<file path="src/rtl/calc_pkg.sv">
// calc_pkg: shared definitions for the calc issue stage.
//   OPCODE_CALC      default custom-0 opcode accepted as a calc instruction
//   FUNCT3_BMI/BMR   funct3 encodings of the two legal calc operations
//   calc_state_t     issue FSM states
//   *_LSB / *_MSB    R-type instruction field positions
//   calc_dec_t       decoder output bundle
package calc_pkg;

    localparam logic [6:0] OPCODE_CALC = 7'b0001011;
    localparam logic [2:0] FUNCT3_BMI  = 3'b000;
    localparam logic [2:0] FUNCT3_BMR  = 3'b001;

    typedef enum logic [1:0] {
        IDLE = 2'd0,
        EXEC = 2'd1,
        OUT  = 2'd2
    } calc_state_t;

    localparam int OPCODE_LSB = 0;
    localparam int OPCODE_MSB = 6;
    localparam int RD_LSB     = 7;
    localparam int RD_MSB     = 11;
    localparam int FUNCT3_LSB = 12;
    localparam int FUNCT3_MSB = 14;
    localparam int RS1_MSB    = 19;
    localparam int RS2_LSB    = 20;
    localparam int RS2_MSB    = 24;
    localparam int FUNCT7_LSB = 25;
    localparam int FUNCT7_MSB = 31;

    typedef struct packed {
        logic       is_bmi;
        logic       is_bmr;
        logic       illegal;
        logic [4:0] rd;
        logic [6:0] funct7;
    } calc_dec_t;

endpackage

</file>
<file path="src/rtl/calc_decode.sv">
// calc_decode: purely combinational decode of an R-type calc instruction.
//   instr  in  32  raw instruction word
//   dec    out     {is_bmi, is_bmr, illegal, rd, funct7}; at most one select set,
//                  illegal set whenever neither select is set
module calc_decode #(
    parameter logic [6:0] OPCODE_CALC = calc_pkg::OPCODE_CALC
) (
    input  logic [31:0]         instr,
    output calc_pkg::calc_dec_t dec
);
    import calc_pkg::*;

    // Register-source fields travel separately as operand data.
    logic unused_rs_fields_s;
    assign unused_rs_fields_s = ^instr[RS2_MSB:FUNCT3_MSB+1] ^ instr[RS1_MSB];

    // Field extraction and legality check.
    always_comb begin
        dec        = '0;
        dec.rd     = instr[RD_MSB:RD_LSB];
        dec.funct7 = instr[FUNCT7_MSB:FUNCT7_LSB];
        if (instr[OPCODE_MSB:OPCODE_LSB] == OPCODE_CALC) begin
            case (instr[FUNCT3_MSB:FUNCT3_LSB])
                FUNCT3_BMI: dec.is_bmi  = 1'b1;
                FUNCT3_BMR: dec.is_bmr  = 1'b1;
                default:    dec.illegal = 1'b1;
            endcase
        end else begin
            dec.illegal = 1'b1;
        end
    end

endmodule

</file>
<file path="src/rtl/calc_issue_unit.sv">
// calc_issue_unit: single-entry issue stage in front of the combinational BMI/BMR ALU.
// Accepts one instruction + operands, holds the ALU inputs for ALU_LAT cycles,
// captures the ALU result and offers it to writeback with valid/ready.
//   clk, rst_n                          clock, async active-low reset
//   in_valid/in_ready, in_instr,        instruction input handshake and operands
//   in_rs1_data (height), in_rs2_data (weight)
//   alu_is_calc_bmi/bmr, alu_height,    registered ALU control and data
//   alu_weight, alu_funct7, alu_result  (alu_result is the ALU's combinational answer)
//   out_valid/out_ready, out_rd,        result output handshake
//   out_result, out_illegal
module calc_issue_unit #(
    parameter logic [6:0] OPCODE_CALC = calc_pkg::OPCODE_CALC,
    parameter int         ALU_LAT     = 2
) (
    input  logic        clk,
    input  logic        rst_n,
    input  logic        in_valid,
    output logic        in_ready,
    input  logic [31:0] in_instr,
    input  logic [31:0] in_rs1_data,
    input  logic [31:0] in_rs2_data,
    output logic        alu_is_calc_bmi,
    output logic        alu_is_calc_bmr,
    output logic [31:0] alu_height,
    output logic [31:0] alu_weight,
    output logic [6:0]  alu_funct7,
    input  logic [31:0] alu_result,
    output logic        out_valid,
    input  logic        out_ready,
    output logic [4:0]  out_rd,
    output logic [31:0] out_result,
    output logic        out_illegal
);
    import calc_pkg::*;

    // The count runs ALU_LAT-1 down to 0 so the inputs are held exactly ALU_LAT cycles.
    localparam logic [3:0] CNT_LOAD = 4'(ALU_LAT - 1);

    calc_state_t state_r;
    calc_state_t state_nxt_s;
    logic [3:0]  cnt_r;
    logic [3:0]  cnt_nxt_s;
    logic        accept_s;
    logic        capture_s;
    logic        release_s;
    logic        illegal_r;
    logic [4:0]  rd_r;
    calc_dec_t   dec_s;

    calc_decode #(.OPCODE_CALC(OPCODE_CALC)) u_decode (
        .instr (in_instr),
        .dec   (dec_s)
    );

    // Next-state, counter and strobe logic.
    always_comb begin
        state_nxt_s = state_r;
        cnt_nxt_s   = cnt_r;
        accept_s    = 1'b0;
        capture_s   = 1'b0;
        release_s   = 1'b0;
        case (state_r)
            IDLE: begin
                if (in_valid) begin
                    accept_s    = 1'b1;
                    cnt_nxt_s   = CNT_LOAD;
                    state_nxt_s = EXEC;
                end else begin
                    state_nxt_s = IDLE;
                end
            end
            EXEC: begin
                if (cnt_r == 4'd0) begin
                    capture_s   = 1'b1;
                    state_nxt_s = OUT;
                end else begin
                    cnt_nxt_s = cnt_r - 4'd1;
                end
            end
            OUT: begin
                if (out_ready) begin
                    release_s   = 1'b1;
                    state_nxt_s = IDLE;
                end else begin
                    state_nxt_s = OUT;
                end
            end
            default: begin
                state_nxt_s = IDLE;
                cnt_nxt_s   = 4'd0;
            end
        endcase
    end

    // State and counter registers.
    always_ff @(posedge clk or negedge rst_n) begin
        if (!rst_n) begin
            state_r <= IDLE;
            cnt_r   <= 4'd0;
        end else begin
            state_r <= state_nxt_s;
            cnt_r   <= cnt_nxt_s;
        end
    end

    // Registered outputs; handshake flags are derived from the next state so they
    // never depend combinationally on in_valid or out_ready.
    always_ff @(posedge clk or negedge rst_n) begin
        if (!rst_n) begin
            in_ready        <= 1'b1;
            out_valid       <= 1'b0;
            alu_is_calc_bmi <= 1'b0;
            alu_is_calc_bmr <= 1'b0;
            alu_height      <= 32'd0;
            alu_weight      <= 32'd0;
            alu_funct7      <= 7'd0;
            rd_r            <= 5'd0;
            illegal_r       <= 1'b0;
            out_rd          <= 5'd0;
            out_result      <= 32'd0;
            out_illegal     <= 1'b0;
        end else begin
            in_ready  <= (state_nxt_s == IDLE);
            out_valid <= (state_nxt_s == OUT);
            if (accept_s) begin
                alu_is_calc_bmi <= dec_s.is_bmi;
                alu_is_calc_bmr <= dec_s.is_bmr;
                alu_height      <= in_rs1_data;
                alu_weight      <= in_rs2_data;
                alu_funct7      <= dec_s.funct7;
                rd_r            <= dec_s.rd;
                illegal_r       <= dec_s.illegal;
            end else if (release_s) begin
                // Operands stay put; only the op selects are withdrawn.
                alu_is_calc_bmi <= 1'b0;
                alu_is_calc_bmr <= 1'b0;
            end
            if (capture_s) begin
                out_rd      <= rd_r;
                out_illegal <= illegal_r;
                out_result  <= illegal_r ? 32'd0 : alu_result;
            end
        end
    end

endmodule

</file>
<file path="config.mk">
export PLATFORM = sky130hd
export DESIGN_NAME = calc_issue_unit
export DESIGN_NICKNAME = d
export VERILOG_FILES = /design/src/rtl/calc_pkg.sv /design/src/rtl/calc_decode.sv /design/src/rtl/calc_issue_unit.sv
export SDC_FILE = /design/constraint.sdc
export NUM_CORES = 1
export LEC_CHECK = 0
export ABC_CLOCK_PERIOD_IN_PS = 1500
export CAP_MARGIN = 20
export CELL_PAD_IN_SITES_DETAIL_PLACEMENT = 1
export CELL_PAD_IN_SITES_GLOBAL_PLACEMENT = 1
export CORE_MARGIN = 4
export CORE_UTILIZATION = 28
export CTS_BUF_LIST = sky130_fd_sc_hd__clkbuf_16
export CTS_CLUSTER_SIZE = 12
export DETAILED_ROUTE_END_ITERATION = 16
export PLACE_DENSITY_LB_ADDON = 0.25
export SYNTH_ARGS = -nofsm -noshare
export SYNTH_HDL_FRONTEND = slang
export SYNTH_SLANG_ARGS = --single-unit
export TNS_END_PERCENT = 1
</file>
<file path="constraint.sdc">
create_clock -name clk -period 1.5 [get_ports clk]
set_input_delay 0.3 -clock clk [delete_from_list [all_inputs] [get_ports clk]]
set_output_delay 0.3 -clock clk [all_outputs]
set_load 0.02 [all_outputs]
</file>
* After elaboration in Yosys (flattened, before gate mapping)
Cells that the tools add are included.
Word-level totals: flip-flop bits (word level) 125, bits of input ports 132, output and inout bits 113
Operators by class: reductions and logical operators 7, add/subtract/negate cells 1, equal/unequal tests 7, bitwise gates (word level) 1, multiplexer cells 22
Operator list (count):
- 32-bit 2-to-1 mux | 1
- 1-bit 2-to-1 mux | 14
- 4-bit one-hot mux with 3 select lines | 1
- 4-bit 2-to-1 mux | 2
- 7-bit by 4-bit equality test with 1-bit output, second input constant | 1
- 2-bit 2-to-1 mux | 3
- 2-bit one-hot mux with 3 select lines | 1
- 2-bit equality test, second input constant | 2
- 2-bit logical NOT | 2
- 4-bit logical NOT | 1
- 2-bit != test, second input constant | 2
- 4-bit by 1-bit subtractor with 4-bit output, second input constant | 1
- 3-bit by 1-bit equality test with 1-bit output, second input constant | 1
- 3-bit logical NOT | 1
- 3-bit AND reduction | 1
- 2-bit by 1-bit equality test with 1-bit output, second input constant | 1
- 2-bit nonzero test | 1
- 2-bit OR reduction | 1
- 1-bit inverter | 1

* Depth between registers and ports, before layout
word-level depth 4, depth in mapped cells 6, gate-level depth less buffers 5

* Cells and area by module
Synthesis repeated with hierarchy kept, for this count alone.
Second synthesis, totals: cells, all modules 386, area total of the unflattened synthesis 5293.8 um^2
By module, submodules not included:
- calc_issue_unit | area each 5147.4 um^2, times used 1, cells an instance 367
- calc_decode | area each 146.4 um^2, times used 1, cells an instance 19

* Worst setup path after synthesis
No wires, ideal clock.
path type reg-to-reg, start register cnt_r[0], end register out_illegal, cell stages (with the launch flop) 7, path slack -0.060 ns, required time 1.375 ns, arrival time 1.435 ns, library setup time 0.125 ns, cells stage by stage dfrtp_1 -> inv_1 -> ha_1 -> nor3b_4 -> nand2_1 -> buf_2 -> mux2_2
Between the ends: word-level cells in the longest chain between the ends 3
RTL lines:
- from (decl) | line calc_issue_unit.sv:41 | logic [3:0] cnt_r;
- from (signal assigned) | line calc_issue_unit.sv:102 | cnt_r <= cnt_nxt_s;
- 4-bit logical NOT | line calc_issue_unit.sv:73 | if (cnt_r == 4'd0) begin
- 1-bit 2-to-1 mux | line calc_issue_unit.sv:73
- 1-bit 2-to-1 mux | line calc_issue_unit.sv:62 | case (state_r)
- to (signal assigned) | line calc_issue_unit.sv:140 | out_illegal <= illegal_r;
- to (decl) | line calc_issue_unit.sv:32 | output logic out_illegal
Every way passes these cells. A chain may end at the register's enable or synchronous reset.

* Worst setup path in the final report
start register cnt_r[1], end register out_result[15]
Between the ends: word-level cells in the longest chain between the ends 3
RTL lines:
- 4-bit logical NOT | line calc_issue_unit.sv:73
- 1-bit 2-to-1 mux | line calc_issue_unit.sv:73
- 1-bit 2-to-1 mux | line calc_issue_unit.sv:62
- to (signal assigned) | line calc_issue_unit.sv:141 | out_result <= illegal_r ? 32'd0 : alu_result;
- to (decl) | line calc_issue_unit.sv:31 | output logic [31:0] out_result,
Every way passes these cells.

==> flow_summary.json <==
{
  "status": "finished, violations left",
  "violations": "setup timing",
  "timing.final.crit_share_pct": 108,
  "synth_top_area_cell": "dfrtp_1",
  "die_x_um": 142,
  "r2r_start": "cnt_r[1]",
  "place.detailed.hpwl_um": 11800,
  "setup_slack_ns": -0.113,
  "clk_pin_slew_ns": 0.06,
  "routed_wl_um": 15900,
  "synth-seq-cells": 125,
  "synth_top_area_share_pct": 62.0,
  "drive_above_1_share_pct": 30.0,
  "cts_tree": "yes",
  "crit_path_end": "out_result[15]",
  "fin_skew_ns": 0.00723,
  "avgViaCountPerCell": 4.45,
  "synth_cell_type_count": 31,
  "worstPathMaxFanout": 8,
  "drt_iter0_drc": 94,
  "crit_path_cell_trace": "inv_2 -> ha_4 -> nor3b_4 -> nand2_4 -> clkbuf_16 -> mux2_2",
  "syn-instance-count": 332,
  "fmax_mhz": 620,
  "hold_violations": 0,
  "yosysWarnings": 0,
  "ys_seq_area_share_pct": 62.6,
  "setup_violations": 60,
  "place_inst": 796,
  "grt_max_degree": 37,
  "syn2layout_area_growth_pct": 67.8,
  "r2r_end": "out_result[15]",
  "grt_pass1_wl_um": 24100,
  "clockBufferDepth": 2,
  "layout.cells.non_filler": 836,
  "insertion_delay_ns": 0.41,
  "power.density_nw_per_um2": 1920,
  "fin_total_pwr_mw": 16.1,
  "multi_input_area_sq_um": 1780,
  "startpoint": "cnt_r[1]",
  "cp.depth": 6,
  "finalMaxSlewViolations": 0,
  "drc": 0,
  "syn_nets": 465,
  "netlist_top_cells_area": "dfrtp_1 (62%), mux2_2 (26%), nor2b_1 (4.1%)",
  "layout_min_cycle_time_ns": 1.61,
  "ios": 245,
  "grt.total_usage_pct": 15.7,
  "setup-tns-final_ns": -4.00,
  "h-tree-depth": 4,
  "fin_worst_hold_slack_ns": 0.356,
  "antenna_cells": 0,
  "vias": 3722,
  "path_buf_inv": 2,
  "root_buffer": "clkbuf_16",
  "ir_worst_vdd_v": 0.000902,
  "critPathLaunchType": "register",
  "antenna_found_initial": 0,
  "place_congestion": 0.814,
  "post_drt_wl_per_cell_um": 19.0,
  "drtPass1Iterations": 4,
  "port_buffers": 234,
  "dieArea_sq_um": 20100,
  "numCtsBuffers": 17,
  "ff2ff_path_depth": 6,
  "worst_hold_path_type": "in2async",
  "drtAntennaViolNets": 0,
  "path_delay_family": "flip-flops",
  "cp-end-kind": "register",
  "leakage_nw": 3.89,
  "tightest_slew_ns": 0.547,
  "row_count": 48,
  "max_stage_delay_ns": 0.40,
  "fill_cells": 1784,
  "core_area_sq_um": 17400,
  "crit_type": "reg2reg",
  "relSlewSlack_pct": 63.0,
  "die_h_um": 142,
  "grt_overflow": 0,
  "drv_cap": 0,
  "clkSinkCount": 125,
  "critPathRequiredTime_ns": 1.80,
  "grt_pass1_vias": 4280,
  "syn_area_sq_um": 5000,
  "r2r_setup_slack_ns": -0.11,
  "seq_area_sq_um": 3130,
  "nets": 731,
  "rsz0062_at_grt": "yes",
  "start_util_pct": 28.7,
  "critPathSlowestCell": "dfrtp_1",
  "synth.avg_cell_area_sq_um": 15.1,
  "critPathArrivalTime_ns": 1.91
}
[area by class of cell]
type                    count  share of cell area [%]
flip-flops and latches    125                    37.3
repair buffers            264                    30.8
multi-input cells         185                    21.2
clock buffers              17                    5.07
well taps                 225                    3.35
clock inverters            15                    2.03
inverters                   5                   0.224
[metal layers]
layer	part of all wire, %	up-vias	global-route usage [%]
li1	-	1689	-
met5	0	-	0
met4	2.0	0	6.31
met1	36	1904	16.4
met3	5.3	19	4.92
met2	56	110	29.0
[registers in the layout, indices dropped and copies added (netlist names), 2 cells and up]
signal,flops
rd_r,5
cnt_r,4
alu_weight,32
out_result,32
alu_funct7,7
alu_height,32
out_rd,5
state_r,2
[layout by cell type, fill, tap and decap left out, types with 4 or more instances in the layout]
| cell | Yosys | routed |
|---|---|---|
| buf_6 | 2 | 7 |
| buf_4 | 1 | 13 |
| nor2b_1 | 33 | 33 |
| mux2_2 | 114 | 114 |
| buf_12 | 0 | 7 |
| clkbuf_16 | 0 | 20 |
| dfrtp_1 | 124 | 123 |
| dlygate4sd2_1 | 0 | 112 |
| clkdlybuf4s50_1 | 0 | 120 |
| nand2_1 | 5 | 4 |
[power by group]
part           switching, mW  internal [mW]  total, mW
Combinational           3.37           3.30       6.67
Clock                   1.54           2.61       4.15
Sequential             0.643           4.64       5.29
Total                   5.56           10.6       16.1
[synthesized netlist by cell type, drive strengths merged]
cell type,number
dfrtp,124
a211oi,1
o21ai,5
nand4,1
a21oi,1
clkbuf,3
nand2,5
inv,5
dfstp,1
nor3b,2
nor2,3
nand2b,2
mux2,114
o41ai,1
nor2b,33
o211ai,1
o2bb2ai,1
and3b,2
or4,1
buf,14
ha,1
or3,2
nand3,2
nor4b,1
a32oi,1
nand3b,2
o21a,2
mux2i,1
[kinds of logic (layout without fill, tap and decap cells)]
| logic type | after synthesis | after routing | synth area share (%) |
|---|---|---|---|
| flip-flops | 125 | 125 | 62.6 |
| multiplexers | 115 | 115 | 25.9 |
| AND/OR/NAND/NOR | 56 | 56 | 7.28 |
| AO/OA/AOI/OAI | 13 | 13 | 1.73 |
| adder cells (fa/ha/maj) | 1 | 1 | 0.250 |
| buffers and inverters | 22 | 301 | 2.30 |
[timing repair]
item / in CTS / in global routing
endpoints found under the hold margin: 21 / 0
setup endpoints to repair: 212 / 96
resized for setup: 118 / 8
cloned: 0 / 6
setup buffers: 0 / 1
hold buffers: 1 / 0
pin swaps: 0 / 1
[stage by stage]
stage	utilization, %	setup slack [ns]	instance area (sq um)
after global placement	44.7	-0.390	7780
after CTS	47.4	-0.111	8260
after global routing	48.2	-0.183	8390
after floorplan	-	-0.0414	5010
after detailed placement	44.7	-0.414	7780
final	48.2	-0.113	8390
[worst min path at each step]
stage | from | end | slack, ns | cells past startpoint
finish | rst_n | alu_weight[13] | 0.36 | 2
global route | rst_n | alu_weight[5] | 0.40 | 2
CTS | rst_n | alu_weight[5] | 0.36 | 2
detailed placement | rst_n | alu_weight[13] | 0.25 | 1
global placement | rst_n | alu_weight[13] | 0.25 | 1
floorplan | rst_n | alu_funct7[0] | 0.004 | 0
Power figures use the tool's default switching activity.
